===== src/rtl/sprite_ram_loader.sv =====
// sprite_ram_loader: parses a MAGIC/width/height/pixel byte stream into sprite RAM writes
module sprite_ram_loader #(
  parameter int WIDTH  = 640,
  parameter int HEIGHT = 480,
  parameter logic [7:0] MAGIC = 8'hA5,
  parameter int X_W = $clog2(WIDTH),
  parameter int Y_W = $clog2(HEIGHT),
  parameter int AW  = $clog2(WIDTH*HEIGHT)
) (
  input  logic          i_clk,
  input  logic          i_reset,
  input  logic [7:0]    i_data,
  input  logic          i_valid,
  output logic          o_ready,
  input  logic          i_abort,
  output logic [AW-1:0] o_wr_addr,
  output logic [11:0]   o_wr_data,
  output logic          o_wr_en,
  output logic [X_W-1:0] o_sprite_width,
  output logic [Y_W-1:0] o_sprite_height,
  output logic          o_sprite_valid,
  output logic          o_busy,
  output logic          o_error
);
  localparam int TW = AW + 1;
  localparam logic [3:0] IDLE = 4'd0, W_LO = 4'd1, W_HI = 4'd2, H_LO = 4'd3, H_HI = 4'd4,
                         CHECK = 4'd5, PIX_HI = 4'd6, PIX_LO = 4'd7, DONE = 4'd8;
  localparam logic [15:0] W_MAX = 16'(WIDTH);
  localparam logic [15:0] H_MAX = 16'(HEIGHT);
  localparam logic [16:0] W_LIM = 17'(1 << X_W);
  localparam logic [16:0] H_LIM = 17'(1 << Y_W);
  logic [3:0]    r_state;
  logic [15:0]   r_w, r_h;
  logic [TW-1:0] r_total;
  logic [AW-1:0] r_cnt;
  logic [3:0]    r_r;
  logic [AW-1:0] r_wr_addr;
  logic [11:0]   r_wr_data;
  logic          r_wr_en, r_sv, r_err;
  logic [X_W-1:0] r_sw;
  logic [Y_W-1:0] r_sh;
  logic          w_acc, w_bad, w_last;
  logic [31:0]   w_prod;
  // handshake, header validation and last-pixel detection
  always_comb begin
    o_ready = !i_reset && r_state != CHECK && r_state != DONE;
    w_acc   = i_valid && o_ready;
    w_bad   = r_w == 16'd0 || r_h == 16'd0 || r_w > W_MAX || r_h > H_MAX ||
              {1'b0, r_w} >= W_LIM || {1'b0, r_h} >= H_LIM;
    w_prod  = 32'(r_w) * 32'(r_h);
    w_last  = {1'b0, r_cnt} == r_total - TW'(1);
  end
  // load FSM; abort wins over any byte accepted in the same cycle
  always_ff @(posedge i_clk or posedge i_reset) begin
    if (i_reset) begin
      r_state   <= IDLE;
      r_w       <= '0;
      r_h       <= '0;
      r_total   <= '0;
      r_cnt     <= '0;
      r_r       <= '0;
      r_wr_addr <= '0;
      r_wr_data <= '0;
      r_wr_en   <= 1'b0;
      r_sw      <= '0;
      r_sh      <= '0;
      r_sv      <= 1'b0;
      r_err     <= 1'b0;
    end else begin
      r_wr_en <= 1'b0;
      if (i_abort) r_state <= IDLE;
      else case (r_state)
        IDLE: if (w_acc && i_data == MAGIC) begin
          r_state <= W_LO;
          r_sv    <= 1'b0;
          r_err   <= 1'b0;
        end
        W_LO: if (w_acc) begin r_w[7:0]  <= i_data; r_state <= W_HI; end
        W_HI: if (w_acc) begin r_w[15:8] <= i_data; r_state <= H_LO; end
        H_LO: if (w_acc) begin r_h[7:0]  <= i_data; r_state <= H_HI; end
        H_HI: if (w_acc) begin r_h[15:8] <= i_data; r_state <= CHECK; end
        CHECK: if (w_bad) begin
          r_err   <= 1'b1;
          r_state <= IDLE;
        end else begin
          r_total <= w_prod[TW-1:0];
          r_cnt   <= '0;
          r_state <= PIX_HI;
        end
        PIX_HI: if (w_acc) begin r_r <= i_data[3:0]; r_state <= PIX_LO; end
        PIX_LO: if (w_acc) begin
          r_wr_en   <= 1'b1;
          r_wr_addr <= r_cnt;
          r_wr_data <= {r_r, i_data};
          r_cnt     <= r_cnt + 1'b1;
          r_state   <= w_last ? DONE : PIX_HI;
        end
        DONE: begin
          r_sw    <= r_w[X_W-1:0];
          r_sh    <= r_h[Y_W-1:0];
          r_sv    <= 1'b1;
          r_state <= IDLE;
        end
        default: r_state <= IDLE;
      endcase
    end
  end
  assign o_wr_addr       = r_wr_addr;
  assign o_wr_data       = r_wr_data;
  assign o_wr_en         = r_wr_en;
  assign o_sprite_width  = r_sw;
  assign o_sprite_height = r_sh;
  assign o_sprite_valid  = r_sv;
  assign o_busy          = r_state != IDLE;
  assign o_error         = r_err;
endmodule


===== config.mk =====
export PLATFORM = sky130hd
export DESIGN_NAME = sprite_ram_loader
export DESIGN_NICKNAME = d
export VERILOG_FILES = /design/src/rtl/sprite_ram_loader.sv
export SDC_FILE = /design/constraint.sdc
export NUM_CORES = 1
export LEC_CHECK = 0
export ABC_AREA = 1
export ABC_CLOCK_PERIOD_IN_PS = 6000
export CAP_MARGIN = 20
export CORE_MARGIN = 8
export CORE_UTILIZATION = 62
export DETAILED_ROUTE_END_ITERATION = 10
export GPL_ROUTABILITY_DRIVEN = 1
export GPL_TIMING_DRIVEN = 0
export MAX_ROUTING_LAYER = met4
export PLACE_DENSITY = 0.82
export SLEW_MARGIN = 15
export SYNTH_ARGS = -nofsm -noshare
export SYNTH_HDL_FRONTEND = slang
export SYNTH_SLANG_ARGS = --single-unit

===== constraint.sdc =====
create_clock -name i_clk -period 6 [get_ports i_clk]
set_input_delay 1.5 -clock i_clk [delete_from_list [all_inputs] [get_ports i_clk]]
set_output_delay 1.5 -clock i_clk [all_outputs]
set_load 0.01 [all_outputs]

# Word level (Yosys, flattened, before mapping)
# Cells that the tools add are included.
# word_totals
regBits,132
word_cells,97
# classes
order_cmp,4
bitwise,2
mul,1
n_mux,21
addsub,2
n_eq_ne,23
n_reduce_logical,29
# op_table
op,count
19-bit two-way mux,2
19-bit case mux with 2 select lines,1
4-bit two-way mux,9
16-bit logical NOT,2
4-bit case mux with 8 select lines,1
3-bit AND reduction,8
3-bit != test (second input constant),7
19-bit by 20-bit == test with 1-bit output,1
16-bit by 16-bit multiplier with 20-bit output,1
20-bit by 1-bit subtractor with 20-bit output (second input constant),1
19-bit by 1-bit adder with 19-bit output (second input constant),1
4-bit by 3-bit == test with 1-bit output (second input constant),4
16-bit by 10-bit >= comparator with 1-bit output (second input constant),1
16-bit by 11-bit >= comparator with 1-bit output (second input constant),1
16-bit by 10-bit greater-than comparator with 1-bit output (second input constant),1
16-bit by 9-bit greater-than comparator with 1-bit output (second input constant),1
4-bit by 2-bit == test with 1-bit output (second input constant),2
8-bit == test (second input constant),1
2-bit != test (second input constant),4
4-bit AND reduction,2
7-bit AND reduction,1
2-bit nonzero test,3
1-bit logical OR,5
1-bit two-way mux,5
other kinds (12),17

# Longest topological paths before layout
# Gate-level depths: netlist of run 1.
# depth
depth_word,9
mapped_depth,28
mapped_depth_nobuf,26

# Worst setup path after synthesis of run 1
# OpenSTA, ideal clock, no wires.
# synth_path
path_type,reg2reg
startpoint,reg r_w[9]
endpoint,reg r_total[17]
setup_slack_ns,0.585
synth_period_minus_slack_ns,5.415
arrival_ns,5.278
path_buffers,2
stages_incl_launch_ff,25
required_ns,5.863
setup_time_ns,0.137
path_cell_list,dfrtp_1 -> clkbuf_1 -> clkbuf_1 -> nand2_1 -> fa_1 -> fa_1 -> fa_1 -> inv_1 -> fa_1 -> fa_1 -> inv_1 -> fa_1 -> inv_1 -> ha_1 -> a21oi_1 -> nor2_1 -> nor2_1 -> nand3_1 -> nand2_1 -> nand2_1 -> nand2_1 -> nand2_1 -> xor2_1 -> nand2_1 -> o21ai_0
# synth_via
elab_chain_cells,8
elab_cells_between_ends,11
# synth_lines
element,line,rtl
start: declaration,33,"logic [15:0] r_w, r_h;"
start signal: assignment,57,r_w <= '0;
start signal: assignment,79,W_HI: if (w_acc) begin r_w[15:8] <= i_data; r_state <= H_LO; end
"parallel branches: the longest is 8 deep, another holds 16-bit by 16-bit multiplier with 20-bit output",n/a,
end signal: assignment,86,r_total <= w_prod[TW-1:0];
end: declaration,34,logic [TW-1:0] r_total;
# Several ways; the timed one is not identified.
# A chain may end at the register's enable or synchronous reset.

# Worst setup path in the final report of run 1
# layout_path
startpoint,reg r_h[4]
endpoint,reg r_total[17]
# layout_via
elab_chain_cells,8
elab_cells_between_ends,11
# layout_lines
element,line,rtl
start: declaration,33,
start signal: assignment,58,r_h <= '0;
start signal: assignment,80,H_LO: if (w_acc) begin r_h[7:0] <= i_data; r_state <= H_HI; end
"parallel branches: the longest is 8 deep, another holds 16-bit by 16-bit multiplier with 20-bit output",n/a,
# Several ways; the timed one is not identified.

==> reports/results.txt, run 1 <==
Post-synthesis mux area share: 1.57%
Number of remaining DRC errors: 0
CP Buf/Inv Count: 7
DRT Pass-1 Iters: 5
Post-cts hold buffer count: 0
Cell taking the most area after synthesis: dfrtp_1
CP Class: flip-flop to flip-flop
Skew-Pair Late Insertion Delay: 0.43 ns
Post-route ant nets: 0
Synth Area in XOR/XNOR: 4.55%
Top-count cell post-synth: nand2_1
Fin area: 14,400 µm²
Post-Syn Area: 12,800 µm²
Synth unique cells: 50
Maximum VDD drop: 0.253 mV
DP Area: 13,800 µm²
Simple-gate share of the synthesized area: 22.2%
Fin. Hold Viols: 0
Top_reg_cell synth: dfrtp_1
Clock root cell: clkbuf_16
CTS Buf Count: 17
DP Wirelength: 26,600 µm
Top-area cell type share of the netlist area: 25.8%
CP endpoint: r_total[17]$_DFFE_PP0P_
Core Region: 20,200 µm²
# rows: 52
Final cell count without fillers: 2,012
Arr. time, crit path: 6.05 ns
First-pass GRT wire length: 56,600 µm
Die W: 160 µm
Synth Area in Adders: 26.2%
Endpoint type of the worst setup path: flip-flop
Worst Setup SP: r_h[4]$_DFFE_PP0P_
H-tree depth: 4
PwrDens: 170 nW/µm²
Worst reg2reg path endpoint: r_total[17]$_DFFE_PP0P_
Via density: 5.42
Tot GR Track Use: 28.3%
Area contributors post-synth: dfrtp_1 26%, fa_1 20%, nand2_1 14%
Worst-path fanout max: 10
Worst Path Required: 6.35 ns
Placed cell count: 1,998
WHS: 0.482 ns
Largest family of logic cells by synthesized area: adder cells
Hold Path Stages: 2
Syn-to-layout area delta: 12.7%
Slew headroom: 50.0%
Reg2reg start: r_h[4]$_DFFE_PP0P_
Fmax: 175 MHz
Slowest-stage cell, CP: fa_1
Worst slew pin tran: 0.747 ns
CTS tree: yes
R2r worst-path depth: 26
1st-iter DRT viols: 965
Clock Skew: 0.0149 ns
Num ports: 67
Most frequent cells after synthesis: 463 x nand2_1, 359 x inv_1, 132 x dfrtp_1, 131 x fa_1, 90 x nor2_1
WL final: 34,100 µm
R2R Setup Slk: 0.30 ns
Setup Viol. Count Final: 0
Seq/Total Area, Yosys: 25.8%
Post-Synthesis Cells: 1,661
Max-Cap Viols: 0
Top Family by Delay on Critical Path: adder cells
Final worst path period share: 95.1%
Mapped Nets: 1,863
HP Class: flip-flop to flip-flop
Total power: 2.46 mW
Critical path depth: 26
Status: complete, no violations
Largest net degree at the start of global routing: 73
EDFF count, synth: 0
WL/cell: 16.9 µm
Ratio of cells with drive above 1 in the final layout: 7.98%
Max Root-Sink Buffers: 2
Via count: 10,900
Synth Area per Inst: 7.71 µm²
GPL Wtd Cong: 0.932
P_leak: 7.76 nW
Peak per-stage delay on the critical path: 0.56 ns
Flops & latches, synth: 132
Worst setup SP type: flip-flop
Asr flop ratio synth: 100%
Number of global-route vias before repair: 11,300
Ys Warns: 0
Remaining Overflow, GRT: 0
Initial antenna violation count: 0
CTS sink cnt: 132
Die Y: 160 µm
Initial cell density of the core: 63.3%
# port buffers: 66
Die area: 25,500 µm²
Synth Area in Compound Gates: 6.10%
Post-layout min period: 5.70 ns
CTS clk-pin slew, worst paths: 0.07 ns
Slew Viols, Final: 0
Final #Nets: 1,931
N_diodes: 0
-- sequential cells by signal (all words and copies together), names as in the netlist --
register,cells
o_wr_addr,19
o_wr_en,1
o_error,1
o_sprite_valid,1
r_h,16
r_w,16
o_wr_data,12
o_sprite_width,10
r_state,4
r_cnt,19
r_total,20
r_r,4
o_sprite_height,9
-- what timing repair did --
action | in CTS | in global routing
setup endpoints to repair | 5 | 7
resized for setup | 4 | 31
setup buffers | 0 | 0
-- report_power, final --
group / internal (mW) / switching, mW
logic: 0.114 / 0.362
registers: 0.925 / 0.0348
clock network: 0.557 / 0.467
-- cell type report --
| type | count | area, µm² |
|---|---|---|
| clock buffers | 17 | 425 |
| inverters | 364 | 1370 |
| plain buffers | 57 | 327 |
| well taps | 270 | 338 |
| repair buffers | 67 | 688 |
| multi-input cells | 1090 | 7810 |
| fillers | 1677 | 5810 |
| flip-flops and latches | 132 | 3310 |
| clock inverters | 15 | 160 |
-- per-layer routing --
metal	part of all wire (%)	wire length, µm	GRT usage [%]	vias up
met5	0	0	-	-
met2	46	15700	44.6	451
met3	8.6	2950	6.38	69
met1	43	14700	36.1	5289
met4	2.3	771	8.23	0
li1	-	-	-	5101
-- how the worst min path moves through the flow --
stage,start,endpoint
4_1_cts,r_r[3]$_DFFE_PP0P_,o_wr_data[11]$_DFFE_PP0P_
5_1_grt,r_r[3]$_DFFE_PP0P_,o_wr_data[11]$_DFFE_PP0P_
3_5_place_dp,o_wr_addr[10]$_DFFE_PP0P_,o_wr_addr[10]$_DFFE_PP0P_
2_1_floorplan,r_r[2]$_DFFE_PP0P_,o_wr_data[10]$_DFFE_PP0P_
3_3_place_gp,r_r[3]$_DFFE_PP0P_,o_wr_data[11]$_DFFE_PP0P_
6_report,r_r[3]$_DFFE_PP0P_,o_wr_data[11]$_DFFE_PP0P_
-- worst min-delay path, delay by kind of cell (launching register included) --
family / cells / cell delay, ns
flops: 1 / 0.35
simple gates: 2 / 0.10
-- layout by cell type, fill, tap and decap left out, drive strengths merged, types with 5 or more instances in the layout --
cell type / count
nand3: 59
nor3: 22
inv: 374
xor2: 36
clkbuf: 34
o21ai: 94
ha: 59
clkdlybuf4s50: 66
dfrtp: 132
a21oi: 24
nor4: 7
nand2: 471
buf: 41
or2: 5
clkinv: 5
o31ai: 9
fa: 131
xnor2: 22
mux2: 17
nand4: 15
nor2: 99
-- stage by stage --
step | TNS (ns) | setup WS, ns | utilization [%]
after floorplan | 0 | 0.585 | -
final | 0 | 0.296 | 71.3
after global routing | -0.0611 | -0.0354 | 71.3
after detailed placement | -0.419 | -0.154 | 68.4
after CTS | 0 | 0.0129 | 71.2
after global placement | -111.92 | -0.854 | 68.2
-- kinds of logic after synthesis --
kind of cell / count (synthesis)
and+or+nand+nor: 678
buffers and inverters: 439
adders and majority gates: 190
AOI/OAI and AO/OA: 143
DFF: 132
xor gates and xnor gates: 61
muxes: 18
Power figures use the tool's default switching activity.
==> inputs of run 2 (changes only) <==
--- a/config.mk
+++ b/config.mk
@@ -13,7 +13,6 @@
 export DETAILED_ROUTE_END_ITERATION = 10
 export GPL_ROUTABILITY_DRIVEN = 1
 export GPL_TIMING_DRIVEN = 0
-export MAX_ROUTING_LAYER = met4
 export PLACE_DENSITY = 0.82
 export SLEW_MARGIN = 15
 export SYNTH_ARGS = -nofsm -noshare
==> run 2 against run 1 <==
Register-to-register slack is essentially flat; worst setup slack gained 0.011 ns; non-clock buffer count grew 4; first-iteration DRC count grew 8.4%; largest power group unchanged; highest routed layer unchanged.
==> reports/results.txt, run 2 (synthesis gave the netlist of run 1 again) <==
Status: complete, no violations (unchanged)
Worst-path fanout max: 10 (unchanged)
PwrDens: 174 nW/µm² (was 170 nW/µm²)
Clock Skew: 0.0119 ns (was 0.0149 ns)
WHS: 0.485 ns (was 0.482 ns)
Post-layout min period: 5.69 ns (was 5.70 ns)
WL final: 34,200 µm (was 34,100 µm)
Max reg flops: 20 (unchanged)
Via count: 11,000 (was 10,900)
CTS sink cnt: 132 (unchanged)
# port buffers: 66 (unchanged)
Worst Path Required: 6.29 ns (was 6.35 ns)
Endpoint type of the worst setup path: flip-flop (unchanged)
Slew Viols, Final: 0 (unchanged)
Largest net degree at the start of global routing: 72 (was 73)
Number of global-route vias before repair: 11,400 (was 11,300)
First-pass GRT wire length: 57,400 µm (was 56,600 µm)
1st-iter DRT viols: 1,046 (was 965)
Commonest non-fill, non-tap cell in the layout: nand2_1 (unchanged)
Clock root cell: clkbuf_16 (unchanged)
Die area: 25,500 µm² (unchanged)
Die Y: 160 µm (unchanged)
Remaining Overflow, GRT: 0 (unchanged)
Setup Viol. Count Final: 0 (unchanged)
Sequential cell area: 3310 µm² (about the same)
Util after Layout: 71.4% (was 71.3%)
Most frequent cells in the layout: 463 x nand2_1, 358 x inv_1, 131 x fa_1 (was 462 x nand2_1, 358 x inv_1, 131 x fa_1)
Fmax: 176 MHz (was 175 MHz)
Die W: 160 µm (unchanged)
Max-Cap Viols: 0 (unchanged)
CTS tree: yes (unchanged)
H-tree depth: 4 (unchanged)
Syn-to-layout area delta: 12.9% (was 12.7%)
Final worst path period share: 94.9% (was 95.1%)
CP Class: flip-flop to flip-flop (unchanged)
Slew headroom: 55.1% (was 50.0%)
N_diodes: 0 (unchanged)
GPL Wtd Cong: 0.920 (was 0.932)
Max Root-Sink Buffers: 2 (unchanged)
P_leak: 7.78 nW (was 7.76 nW)
DRT Pass-1 Iters: 5 (unchanged)
HP Class: flip-flop to flip-flop (unchanged)
Fill cells: 1,611 (was 1,677)
Tot GR Track Use: 27.7% (was 28.3%)
Num ports: 67 (unchanged)
Number of remaining DRC errors: 0 (unchanged)
DP Wirelength: 26,600 µm (about the same)
Via density: 5.46 (was 5.42)
Fin. Hold Viols: 0 (unchanged)
Initial antenna violation count: 0 (unchanged)
Multi-input gate area: 7800 µm² (was 7810 µm²)
Worst setup SP type: flip-flop (unchanged)
Initial cell density of the core: 63.3% (unchanged)
CTS clk-pin slew, worst paths: 0.07 ns (about the same)
# rows: 52 (unchanged)
Biggest register: r_total (unchanged)
Post-route ant nets: 0 (unchanged)
Arr. time, crit path: 5.98 ns (was 6.05 ns)
Worst slew pin tran: 0.671 ns (was 0.747 ns)
Skew-Pair Late Insertion Delay: 0.43 ns (about the same)
CTS Buf Count: 17 (unchanged)
RSZ-0062 raised after global routing: true
Maximum VDD drop: 0.385 mV (was 0.253 mV)
Ratio of cells with drive above 1 in the final layout: 7.90% (was 7.98%)
Core Region: 20,200 µm² (unchanged)
Final #Nets: 1,935 (was 1,931)
WL/cell: 16.9 µm (about the same)
run 2: changes by cell type in the layout (fill, tap and decap cells not counted), sizes merged:
cell	delta
clkinv	-3
buf	+1
bufinv	+1
inv	+2
clkbuf	+3
run 2: worst paths after layout:
kind / start / slack [ns] / endpoint / cells after the start
max reg2reg: r_h[5]$_DFFE_PP0P_ / 0.31 / r_total[18]$_DFFE_PP0P_ / 23
max: r_h[5]$_DFFE_PP0P_ / 0.31 / r_total[18]$_DFFE_PP0P_ / 23
min reg2reg: o_wr_addr[12]$_DFFE_PP0P_ / 0.49 / o_wr_addr[12]$_DFFE_PP0P_ / 2
min: o_wr_addr[12]$_DFFE_PP0P_ / 0.49 / o_wr_addr[12]$_DFFE_PP0P_ / 2
min in group asynchronous: i_reset / 1.66 / o_wr_addr[10]$_DFFE_PP0P_ / 2
max in group asynchronous: i_reset / 3.59 / r_total[11]$_DFFE_PP0P_ / 3
run 2: timing repair:
action | CTS | global route
pin swaps | 0 | 2
endpoints found under the setup margin | 5 | 6
resized for setup | 5 | 30
hold buffers | 0 | 0
buffers inserted | 0 | 1
run 2: metrics by stage:
stage	setup WS, ns	cell area, µm²	cells	power, mW	TNS, ns
finish	0.307	14500	2016	2.51	0
CTS	0.0157	14400	2021	2.50	0
global route	-0.0109	14500	2016	2.58	-0.0109
floorplan	0.585	12800	1661	1.26	0
detailed placement	-0.232	13800	1998	1.46	-0.658
global placement	-0.868	13800	1997	1.44	-113.86
run 2: routing by layer:
layer	up-vias	share of wire [%]	global-route usage, %
met5	-	0	0
met4	0	2.4	9.22
met3	69	8.6	5.55
met2	426	46	45.3
met1	5403	43	36.2
li1	5112	-	-
run 2: where the power goes:
group	switching, mW	total [mW]	leakage (nW)	internal [mW]
Combinational	0.364	0.480	5.75	0.116
Clock	0.475	1.07	0.298	0.599
Sequential	0.0307	0.955	1.74	0.925
run 2: worst max-delay path, cell delays in order, from the launching register on:
cell and delay [ns]:
dfrtp_1 0.37, buf_2 0.20, buf_2 0.21, nand2_1 0.07, inv_1 0.05, fa_1 0.50
inv_1 0.06, fa_1 0.50, fa_1 0.52, inv_1 0.05, fa_1 0.47, fa_1 0.58
inv_1 0.07, fa_1 0.53, inv_1 0.04, ha_1 0.34, a21oi_1 0.14, o21a_1 0.15
nand3_2 0.12, a21oi_2 0.19, o21bai_1 0.09, xor2_1 0.15, nand2_1 0.06, o21ai_0 0.07
run 2: layout make-up:
class | count | share of cell area, %
Buffer | 60 | 2.34
Sequential cell | 132 | 22.9
Clock inverter | 15 | 1.21
Timing Repair Buffer | 68 | 4.81
Tap cell | 270 | 2.34
Clock buffer | 17 | 2.94
Inverter | 364 | 9.50
Multi-Input combinational cell | 1090 | 54.0
